**src/rtl/poly_score_sequencer_if.sv**
```systemverilog
// Score ROM bus between poly_score_sequencer (master) and a shared synchronous ROM (slave).
interface poly_score_sequencer_if #(
  parameter int ADDR_W = 9,
  parameter int DATA_W = 24
);
  // No valid/ready pair: rom_addr carries a real request only in a grant cycle (it
  // reads 0 otherwise), and the slave must return that word on rom_data exactly one clk later.
  logic [ADDR_W-1:0] rom_addr;
  logic [DATA_W-1:0] rom_data;

  modport master (output rom_addr, input rom_data);
  modport slave  (input rom_addr, output rom_data);
endinterface

```
**src/rtl/poly_score_sequencer.sv**
```systemverilog
// Multi-voice score player: CHANNELS per-channel FSMs share one synchronous score ROM
// through a round-robin arbiter, paced by an internal millisecond prescaler.
module poly_score_sequencer #(
  parameter int CHANNELS = 2,
  parameter int PTR_W    = 8,
  parameter int LEN_W    = 16,
  parameter int TICK_DIV = 100000,
  localparam int CH_W    = (CHANNELS > 1) ? $clog2(CHANNELS) : 1,
  localparam int CNT_W   = $clog2(TICK_DIV)
) (
  input  logic                      clk,
  input  logic                      rst,
  input  logic                      en,
  input  logic                      loop,
  input  logic                      restart,
  poly_score_sequencer_if.master    rom,
  output logic [4*CHANNELS-1:0]     note,
  output logic [4*CHANNELS-1:0]     octave,
  output logic [PTR_W*CHANNELS-1:0] note_pointer,
  output logic [CHANNELS-1:0]       active,
  output logic                      done,
  output logic [3*CHANNELS-1:0]     state_dbg
);

  typedef enum logic [2:0] {S_IDLE, S_FETCH, S_WAIT, S_PLAY, S_DONE} state_e;

  state_e           state_q [CHANNELS];
  state_e           state_d [CHANNELS];
  logic [PTR_W-1:0] ptr_q   [CHANNELS];
  logic [PTR_W-1:0] ptr_d   [CHANNELS];
  logic [LEN_W-1:0] rem_q   [CHANNELS];
  logic [LEN_W-1:0] rem_d   [CHANNELS];
  logic [3:0]       note_q  [CHANNELS];
  logic [3:0]       note_d  [CHANNELS];
  logic [3:0]       oct_q   [CHANNELS];
  logic [3:0]       oct_d   [CHANNELS];
  logic [PTR_W-1:0] np_q    [CHANNELS];
  logic [PTR_W-1:0] np_d    [CHANNELS];

  logic [CNT_W-1:0] cnt_q, cnt_d;
  logic             tick_q, tick_d, tick;
  logic [CH_W-1:0]  last_q, last_d;
  logic [CH_W-1:0]  tag_q, tag_d;
  logic             tag_vld_q, tag_vld_d;
  logic             done_q, done_d;
  logic             all_done;
  logic             gnt_vld;
  logic [CH_W-1:0]  gnt_ch;

  logic [3:0]       rd_oct, rd_note;
  logic [LEN_W-1:0] rd_len;

  assign rd_oct  = rom.rom_data[LEN_W+7 -: 4];
  assign rd_note = rom.rom_data[LEN_W+3 -: 4];
  assign rd_len  = rom.rom_data[LEN_W-1:0];

  // Round-robin: search starts one past the last granted channel.
  always_comb begin
    gnt_vld = 1'b0;
    gnt_ch  = '0;
    for (int i = 1; i <= CHANNELS; i++) begin
      if (!gnt_vld && state_q[(int'(last_q) + i) % CHANNELS] == S_FETCH) begin
        gnt_vld = 1'b1;
        gnt_ch  = CH_W'((int'(last_q) + i) % CHANNELS);
      end
    end
  end

  assign rom.rom_addr = gnt_vld ? {gnt_ch, ptr_q[gnt_ch]} : '0;

  always_comb begin
    state_d   = state_q;
    ptr_d     = ptr_q;
    rem_d     = rem_q;
    note_d    = note_q;
    oct_d     = oct_q;
    np_d      = np_q;
    cnt_d     = cnt_q;
    tick_d    = tick_q;
    last_d    = gnt_vld ? gnt_ch : last_q;
    tag_d     = gnt_ch;
    tag_vld_d = gnt_vld;
    all_done  = 1'b1;

    // A pending tick is held across a pause rather than dropped.
    if (en) begin
      tick_d = (cnt_q == CNT_W'(TICK_DIV - 1));
      cnt_d  = tick_d ? '0 : cnt_q + CNT_W'(1);
    end
    tick = tick_q & en;

    for (int c = 0; c < CHANNELS; c++) begin
      case (state_q[c])
        S_IDLE:  if (en) state_d[c] = S_FETCH;
        S_FETCH: if (gnt_vld && gnt_ch == CH_W'(c)) state_d[c] = S_WAIT;
        S_WAIT: begin
          if (tag_vld_q && tag_q == CH_W'(c)) begin
            if (rd_len != '0) begin
              note_d[c]  = rd_note;
              oct_d[c]   = rd_oct;
              rem_d[c]   = rd_len;
              np_d[c]    = ptr_q[c];
              state_d[c] = S_PLAY;
            end else if (loop && ptr_q[c] != '0) begin
              ptr_d[c]   = '0;
              state_d[c] = S_FETCH;
            end else begin
              note_d[c]  = 4'd0;
              oct_d[c]   = 4'd0;
              state_d[c] = S_DONE;
            end
          end
        end
        S_PLAY: begin
          if (tick) begin
            if (rem_q[c] == LEN_W'(1)) begin
              ptr_d[c]   = ptr_q[c] + PTR_W'(1);
              state_d[c] = S_FETCH;
            end else begin
              rem_d[c] = rem_q[c] - LEN_W'(1);
            end
          end
        end
        S_DONE:  ;
        default: state_d[c] = S_IDLE;
      endcase
      if (state_q[c] != S_DONE) all_done = 1'b0;
    end
    done_d = all_done;

    // Restart also clears the tag, so a ROM word already in flight is never captured.
    if (restart) begin
      for (int c = 0; c < CHANNELS; c++) begin
        state_d[c] = S_IDLE;
        ptr_d[c]   = '0;
        rem_d[c]   = '0;
        note_d[c]  = 4'd0;
        oct_d[c]   = 4'd0;
        np_d[c]    = '0;
      end
      cnt_d     = '0;
      tick_d    = 1'b0;
      last_d    = CH_W'(CHANNELS - 1);
      tag_vld_d = 1'b0;
      done_d    = 1'b0;
    end
  end

  always_ff @(posedge clk or posedge rst) begin
    if (rst) begin
      for (int c = 0; c < CHANNELS; c++) begin
        state_q[c] <= S_IDLE;
        ptr_q[c]   <= '0;
        rem_q[c]   <= '0;
        note_q[c]  <= 4'd0;
        oct_q[c]   <= 4'd0;
        np_q[c]    <= '0;
      end
      cnt_q     <= '0;
      tick_q    <= 1'b0;
      last_q    <= CH_W'(CHANNELS - 1);
      tag_q     <= '0;
      tag_vld_q <= 1'b0;
      done_q    <= 1'b0;
    end else begin
      state_q   <= state_d;
      ptr_q     <= ptr_d;
      rem_q     <= rem_d;
      note_q    <= note_d;
      oct_q     <= oct_d;
      np_q      <= np_d;
      cnt_q     <= cnt_d;
      tick_q    <= tick_d;
      last_q    <= last_d;
      tag_q     <= tag_d;
      tag_vld_q <= tag_vld_d;
      done_q    <= done_d;
    end
  end

  for (genvar c = 0; c < CHANNELS; c++) begin : g_out
    assign note[4*c +: 4]                = note_q[c];
    assign octave[4*c +: 4]              = oct_q[c];
    assign note_pointer[PTR_W*c +: PTR_W] = np_q[c];
    assign state_dbg[3*c +: 3]           = state_q[c];
    assign active[c] = (state_q[c] == S_FETCH) || (state_q[c] == S_WAIT) ||
                       (state_q[c] == S_PLAY);
  end

  assign done = done_q;

endmodule

```
**src/flat_wrapper.sv**
```systemverilog
// flat-port wrapper written by rule: the top's interface ports become plain ports
module poly_score_sequencer_flat 
#(
  parameter int CHANNELS = 2,
  parameter int PTR_W    = 8,
  parameter int LEN_W    = 16,
  parameter int TICK_DIV = 100000,
  localparam int CH_W    = (CHANNELS > 1) ? $clog2(CHANNELS) : 1,
  localparam int CNT_W   = $clog2(TICK_DIV)
)
  (clk, rst, en, loop, restart, note, octave, note_pointer, active, done, state_dbg, rom_rom_addr, rom_rom_data);
  poly_score_sequencer_if #(.ADDR_W((9)), .DATA_W((24))) rom_i ();
  input  logic clk;
  input  logic rst;
  input  logic en;
  input  logic loop;
  input  logic restart;
  output logic [4*CHANNELS-1:0] note;
  output logic [4*CHANNELS-1:0] octave;
  output logic [PTR_W*CHANNELS-1:0] note_pointer;
  output logic [CHANNELS-1:0] active;
  output logic done;
  output logic [3*CHANNELS-1:0] state_dbg;
  output wire logic [$bits(rom_i.rom_addr)-1:0] rom_rom_addr;
  input wire logic [$bits(rom_i.rom_data)-1:0] rom_rom_data;
  assign rom_rom_addr = rom_i.rom_addr;
  assign rom_i.rom_data = rom_rom_data;
  poly_score_sequencer #(.CHANNELS(CHANNELS), .PTR_W(PTR_W), .LEN_W(LEN_W), .TICK_DIV(TICK_DIV)) u_core (.clk(clk), .rst(rst), .en(en), .loop(loop), .restart(restart), .rom(rom_i), .note(note), .octave(octave), .note_pointer(note_pointer), .active(active), .done(done), .state_dbg(state_dbg));
endmodule
```
**config.mk**
```make
export PLATFORM = sky130hd
export DESIGN_NAME = poly_score_sequencer_flat
export DESIGN_NICKNAME = d
export VERILOG_FILES = /design/src/rtl/poly_score_sequencer_if.sv /design/src/rtl/poly_score_sequencer.sv /design/src/flat_wrapper.sv
export SDC_FILE = /design/constraint.sdc
export NUM_CORES = 1
export LEC_CHECK = 0
export CORE_AREA = 2 2 131 133
export DETAILED_ROUTE_END_ITERATION = 16
export DIE_AREA = 0 0 133 135
export PLACE_DENSITY = 0.69
export SLEW_MARGIN = 20
export SYNTH_ARGS = -nofsm -noshare
export SYNTH_HDL_FRONTEND = slang
export SYNTH_SLANG_ARGS = --single-unit
```
**constraint.sdc**
```tcl
create_clock -name clk -period 10.24 [get_ports clk]
set_input_delay 2.048 -clock clk [delete_from_list [all_inputs] [get_ports clk]]
set_output_delay 2.048 -clock clk [all_outputs]
set_load 0.01 [all_outputs]
```
### Word-level counts from Yosys, hierarchy flattened

Index checks and enable logic that the tools add are counted.

| cells by class | value |
|---|---|
| eq/ne operators | 37 |
| magnitude comparators | 3 |
| multiplexer cells | 87 |
| reduce and logical (&&, ||, !) cells | 36 |
| add/sub/neg operators | 7 |
| bitwise gates (word level) | 8 |

Operators with widths:

| kind | count |
|---|---|
| 8-bit two-way mux | 21 |
| 16-bit two-way mux | 9 |
| 32-bit by 2-bit greater-or-equal comparator with 1-bit output, second input constant | 2 |
| 32-bit inverter | 2 |
| 16-bit case mux with 2 select lines | 2 |
| 3-bit two-way mux | 19 |
| 4-bit two-way mux | 14 |
| 17-bit two-way mux | 3 |
| 3-bit by 2-bit inequality test with 1-bit output, second input constant | 14 |
| 16-bit by 1-bit == test with 1-bit output, second input constant | 2 |
| 32-bit two-way mux | 1 |
| 8-bit case mux with 2 select lines | 2 |
| 16-bit by 1-bit subtractor with 16-bit output, second input constant | 2 |
| 3-bit case mux with 5 select lines | 2 |
| 3-bit inequality test, second input constant | 8 |
| 6-bit AND reduction | 4 |
| 17-bit by 1-bit adder with 17-bit output, second input constant | 1 |
| 17-bit == test, second input constant | 1 |
| 8-bit by 1-bit adder with 8-bit output, second input constant | 2 |
| 16-bit nonzero test | 1 |
| 8-bit nonzero test | 2 |
| 2-bit nonzero test | 7 |
| 3-bit by 1-bit == test with 1-bit output, second input constant | 4 |
| 3-bit by 2-bit == test with 1-bit output, second input constant | 4 |
| other kinds (18) | 49 |

| storage, ports and cells | value |
|---|---|
| bits of input ports | 29 |
| output and inout bits | 50 |
| bits in registers | 108 |

### Longest topological paths before layout

| depth | value |
|---|---|
| word-level depth | 16 |
| gate-level depth with buffers | 9 |

### Worst setup path before layout

No wires, ideal clock.

| path | value |
|---|---|
| path kind | reg2out |
| from | register u_core.state_q, in the netlist u_core.state_dbg[4] |
| to | output port rom_rom_addr[0] |
| stages on the path, launching flop included | 7 |
| buffers on the path | 2 |
| required time | 8192 ps |
| slack | 6558 ps |
| arrival time | 1634 ps |
| path through | dfrtp_1 > clkbuf_1 > nand2b_1 > or2_2 > nor2b_1 > clkbuf_1 > a22o_1 |

| on the way | value |
|---|---|
| cells in the longest elaborated chain, start to end | 13 |
| elaborated cells on any way between the ends | 19 |
| classes of those cells | 2 x eq/ne; 14 x mux; 1 x bitwise; 2 x reduce/logical |

Ends and longest elaborated chain:

| item | RTL line | text |
|---|---|---|
| start: declaration | poly_score_sequencer.sv:27 | `state_e state_q [CHANNELS];` |
| start signal: assignment | poly_score_sequencer.sv:166 | `state_q <= state_d;` |
| 3-bit two-way mux (not written as such) (3 in a row) | poly_score_sequencer.sv:62 | `if (!gnt_vld && state_q[(int'(last_q) + i) % CHANNELS] == S_FETCH) begin` |
| 3-bit by 1-bit == test with 1-bit output | poly_score_sequencer.sv:62 |  |
| 1-bit two-way mux | poly_score_sequencer.sv:62 |  |
| 1-bit logical NOT | poly_score_sequencer.sv:62 |  |
| 1-bit logical AND | poly_score_sequencer.sv:62 |  |
| 1-bit two-way mux * | poly_score_sequencer.sv:62 |  |
| named net u_core.gnt_ch | poly_score_sequencer.sv:48 | `logic [CH_W-1:0] gnt_ch;` |
| 1-bit inverter with 2-bit output (not written as such) * | poly_score_sequencer.sv:69 | `assign rom.rom_addr = gnt_vld ? {gnt_ch, ptr_q[gnt_ch]} : '0;` |
| 8-bit two-way mux (not written as such) * (3 in a row) | poly_score_sequencer.sv:69 |  |
| 9-bit two-way mux * | poly_score_sequencer.sv:69 |  |
| end: declaration | flat_wrapper.sv:24 | `output wire logic [$bits(rom_i.rom_addr)-1:0] rom_rom_addr;` |

The timed path passes the listed nets; every way through them passes the cells marked *. The select of a mux whose other input is x is not followed.

### Worst setup path after layout

| path | value |
|---|---|
| from | register u_core.state_q, in the netlist u_core.state_dbg[3] |
| to | output port rom_rom_addr[6] |

| on the way | value |
|---|---|
| cells in the longest elaborated chain, start to end | 13 |
| elaborated cells on any way between the ends | 19 |
| classes of those cells | 2 x eq/ne; 14 x mux; 1 x bitwise; 2 x reduce/logical |

Ends and longest elaborated chain:

| item | RTL line |
|---|---|
| 3-bit two-way mux (not written as such) (3 in a row) | poly_score_sequencer.sv:62 |
| 3-bit by 1-bit == test with 1-bit output | poly_score_sequencer.sv:62 |
| 1-bit two-way mux | poly_score_sequencer.sv:62 |
| 1-bit logical NOT | poly_score_sequencer.sv:62 |
| 1-bit logical AND | poly_score_sequencer.sv:62 |
| 1-bit two-way mux | poly_score_sequencer.sv:62 |
| 1-bit inverter with 2-bit output (not written as such) | poly_score_sequencer.sv:69 |
| 8-bit two-way mux (not written as such) (3 in a row) | poly_score_sequencer.sv:69 |
| 9-bit two-way mux * | poly_score_sequencer.sv:69 |

Mark *: on every way between the ends. The rest lies on a longest branch, timed or not. The select of a mux whose other input is x is not followed.

==> results.md <==
- Outcome: finished, final reports clean
- Worst hold endpoint: u_core.note_pointer[11]$_DFFE_PP0P_
- Reg-to-reg setup timing slack: about 7.1 ns
- Sequential area share after synthesis: between 40% and 50%
- Average instance area after synthesis: about 8.7 um2
- Cts bufs inserted: 9
- Element type at the critical path end: output pin
- Largest cells by area after synthesis: dfrtp_1 41%, a21oi_1 4.4%, o21ai_0 4.0%, nor2_1 3.8%, nand2_1 3.5%
- Startpoint types: register
- F_max: approximately 210 MHz
- Data required time of the worst path: 8.19 ns
- Placer's final routability congestion estimate: 0.931
- Area overhead of the layout relative to synthesis: 18.8%
- Commonest non-fill, non-tap cell in the layout: dfrtp_1
- Top Ports: 79
- Worst Min Path Start: u_core.note_pointer[11]$_DFFE_PP0P_
- Source-to-sink clock delay at the later pin of the worst-skew pair: between 0.3 and 0.4 ns
- Share of the synthesized area in the top cell type: between 40% and 50%
- CTS Buffer Depth: 2
- Wire length of the first global-routing pass: roughly 30 mm
- Synthesized net count: 781
- Count of input and output buffers: 78
- Final Hold Vio Count: 0
- Vias after detailed routing: slightly below 6000
- Prevailing post-synth register cell: dfrtp_1
- Hold-fix buffers, CTS: 0
- Global-route congestion overflow total: 0
- Detail-routed net length per standard cell: between 15 and 20 um
- Setup violations, final: 0
- Horizontal die dimension: around 130 um
- Final Max Tran Viols: 0
- R2R cell count: 7
- Number of warning messages in the yosys log: 0
- Vias in the first global route: between 5000 and 6000
- CP max FO: 15
- Slew at the pin with the worst max-slew slack: between 0.9 and 1 ns
- Cell variety after synth: 79
- Worst hold path stage count: 2
- Share of synthesized registers carrying an async set or reset: between 90% and 100%
- Core ar.: roughly 16000 um2
- Clock Tree Root: clkbuf_16
- Largest net degree at the start of global routing: 76
- Fraction of final layout cells with drive strength greater than 1: between 8 and 9%
- Startpoint of the most critical register-to-register path: u_core.rem_q[17]$_DFFE_PP0P_
- Largest area contributor in the synthesized netlist: dfrtp_1
- Combined area of all synthesized cells: between 6000 and 7000 um2
- Mean number of vias per cell: 5.86
- Setup TNS: 0 ns
- Arrival time at the worst endpoint: between 2 and 3 ns
- Clock transition at the registers of the reported paths: roughly 0.08 ns
- Clock tree from TritonCTS: yes
- Worst min-delay path class: reg -> reg
- Overall global routing resource usage: between 20% and 30%
- N_diodes: 0
- Max Cap Viol: 0
- Number of enable flip-flop cells after synthesis: 0
- Slew Limit Headroom: around a third
- Die footprint: 18000 um2
- First DRT Iteration DRCs: between 700 and 800
- Number of detailed-route iterations in the first pass: 5
- Resized cells post-CTS: 0
- Final Skew: between 0.01 and 0.015 ns
- Initial Utilization: around two fifths
- Crit Reg-Reg Endpoint: u_core.rem_q[20]$_DFFE_PP0P_
- Number of routed nets with antenna violations: 0
- Crit path kind: reg -> out
- Number of antenna violations at the first check in global routing: 0
- Num rows: 47
- Post-CTS setup buffer count: 0
- Layout Utilization: approximately 47%
- Net total in the final layout: roughly 830
- Final cycle utilization of the critical path: between 40% and 50%
- CTS sink cnt: between 100 and 150
- Number of levels the H-tree was split into: 3
- DRC: 0
- Synth Instances: around 740
- Leakage dissipation: 3.10 nW
- Final min period: 4.77 ns
- Worst VDD drop: 0.117 mV
- Total Routed Length: 18.0 mm
- RSZ-0062 raised after global routing: no
- Power density normalized to cell area: between 150 and 200 nW/um2
- Detail Placement HPWL: 12.5 mm
- Height of the die: roughly 140 um
- Post-synthesis register bit count: about 110
- Most frequent cells in the layout: 107 x dfrtp_1, 77 x clkdlybuf4s50_1, 66 x nor2_1
==> logic make-up (layout without fill, tap and decap cells) <==
group / Yosys count / count (layout) / synth area share [%]
muxes: 16 / 16 / 2.48
and+or+nand+nor: 306 / 306 / 26.0
buffers and inverters: 75 / 130 / 4.88
xor gates and xnor gates: 11 / 11 / 1.49
DFF: 108 / 108 / 41.8
AOI/OAI and AO/OA: 218 / 218 / 21.6
adders and majority gates: 9 / 9 / 1.74
==> per-layer routing <==
layer / up-vias / wire length, um / track usage, %
met1: 2815 / 8250 / 30.1
li1: 2838 / - / -
met4: 0 / 187 / 4.66
met5: - / 0 / 0
met3: 20 / 1510 / 4.09
met2: 296 / 8090 / 31.1
==> how the worst max path moves through the flow <==
stage                                          startpoint  cells after the start                      endpoint
after global placement                            restart                      7   u_core.rem_q[3]$_DFFE_PP0P_
after global routing      u_core.state_dbg[3]$_DFFE_PP0P_                      5               rom_rom_addr[7]
after CTS                 u_core.state_dbg[4]$_DFFE_PP0P_                      5               rom_rom_addr[6]
after detailed placement                          restart                      7  u_core.rem_q[14]$_DFFE_PP0P_
final                     u_core.state_dbg[3]$_DFFE_PP0P_                      5               rom_rom_addr[6]
after floorplan                                       rst                      1   u_core.cnt_q[0]$_DFFE_PP0P_
==> flip-flops by register name, summed over array words and instances (netlist names), 6 cells and up <==
signal and cells:
u_core.cnt_q 17, u_core.note 8, u_core.note_pointer 16, u_core.octave 8
u_core.ptr_q 16, u_core.rem_q 32, u_core.state_dbg 6
==> cell usage after synthesis, types with 3 or more instances <==
| library cell | n |
|---|---|
| inv_1 | 28 |
| o21ai_0 | 52 |
| nand3b_1 | 3 |
| nor3_1 | 30 |
| xnor2_1 | 4 |
| o31ai_1 | 26 |
| buf_1 | 7 |
| nand3_1 | 36 |
| nand2b_1 | 17 |
| a21o_1 | 5 |
| and2_1 | 4 |
| buf_2 | 8 |
| a31oi_1 | 15 |
| xor2_1 | 7 |
| nor2b_1 | 7 |
| nand4_1 | 8 |
| o22ai_1 | 9 |
| nand2_1 | 60 |
| o21ai_1 | 4 |
| or4b_2 | 4 |
| and3_1 | 4 |
| and4_1 | 5 |
| or3_1 | 11 |
| o21a_1 | 3 |
| a22oi_1 | 8 |
| ha_1 | 9 |
| a22o_1 | 9 |
| clkbuf_1 | 27 |
| nor2_1 | 66 |
| or2_2 | 10 |
| mux2i_1 | 16 |
| nor4_1 | 12 |
| dfrtp_1 | 107 |
| or4_1 | 3 |
| a21oi_1 | 57 |
| a32oi_1 | 6 |
==> critical path: stages (launching register included) <==
cell and delay (ns):
dfrtp_1 0.63, nand2b_1 0.15, or2_2 0.33, nor2b_1 0.46, a22o_1 0.25, clkdlybuf4s50_1 0.54
==> power breakdown <==
group	leakage (nW)	switching (mW)	internal [mW]
sequential	1.45	0.0845	0.477
combinational	1.51	0.274	0.190
clock	0.142	0.185	0.174
==> layout make-up <==
class	count	area, um2
Multi-Input combinational cell	560	3460
Timing Repair Buffer	86	836
Fill cell	1561	8720
Tap cell	220	275
Sequential cell	108	2700
Clock buffer	9	225
Clock inverter	7	78.8
Inverter	28	108
==> through the flow <==
| step | total power, mW | hold WS, ns | std cells | setup slack, ns | cell area [um2] |
|---|---|---|---|---|---|
| after floorplan | 0.877 | 0.481 | 743 | 5.35 | 6470 |
| after global placement | 1.02 | 0.461 | 1002 | 5.30 | 7380 |
| after detailed placement | 1.02 | 0.472 | 1002 | 5.23 | 7380 |
| after CTS | 1.39 | 0.490 | 1018 | 5.50 | 7680 |
| after global routing | 1.47 | 0.519 | 1018 | 5.31 | 7680 |
| final | 1.39 | 0.479 | 1018 | 5.47 | 7680 |
(Power assumes the default switching activity.)
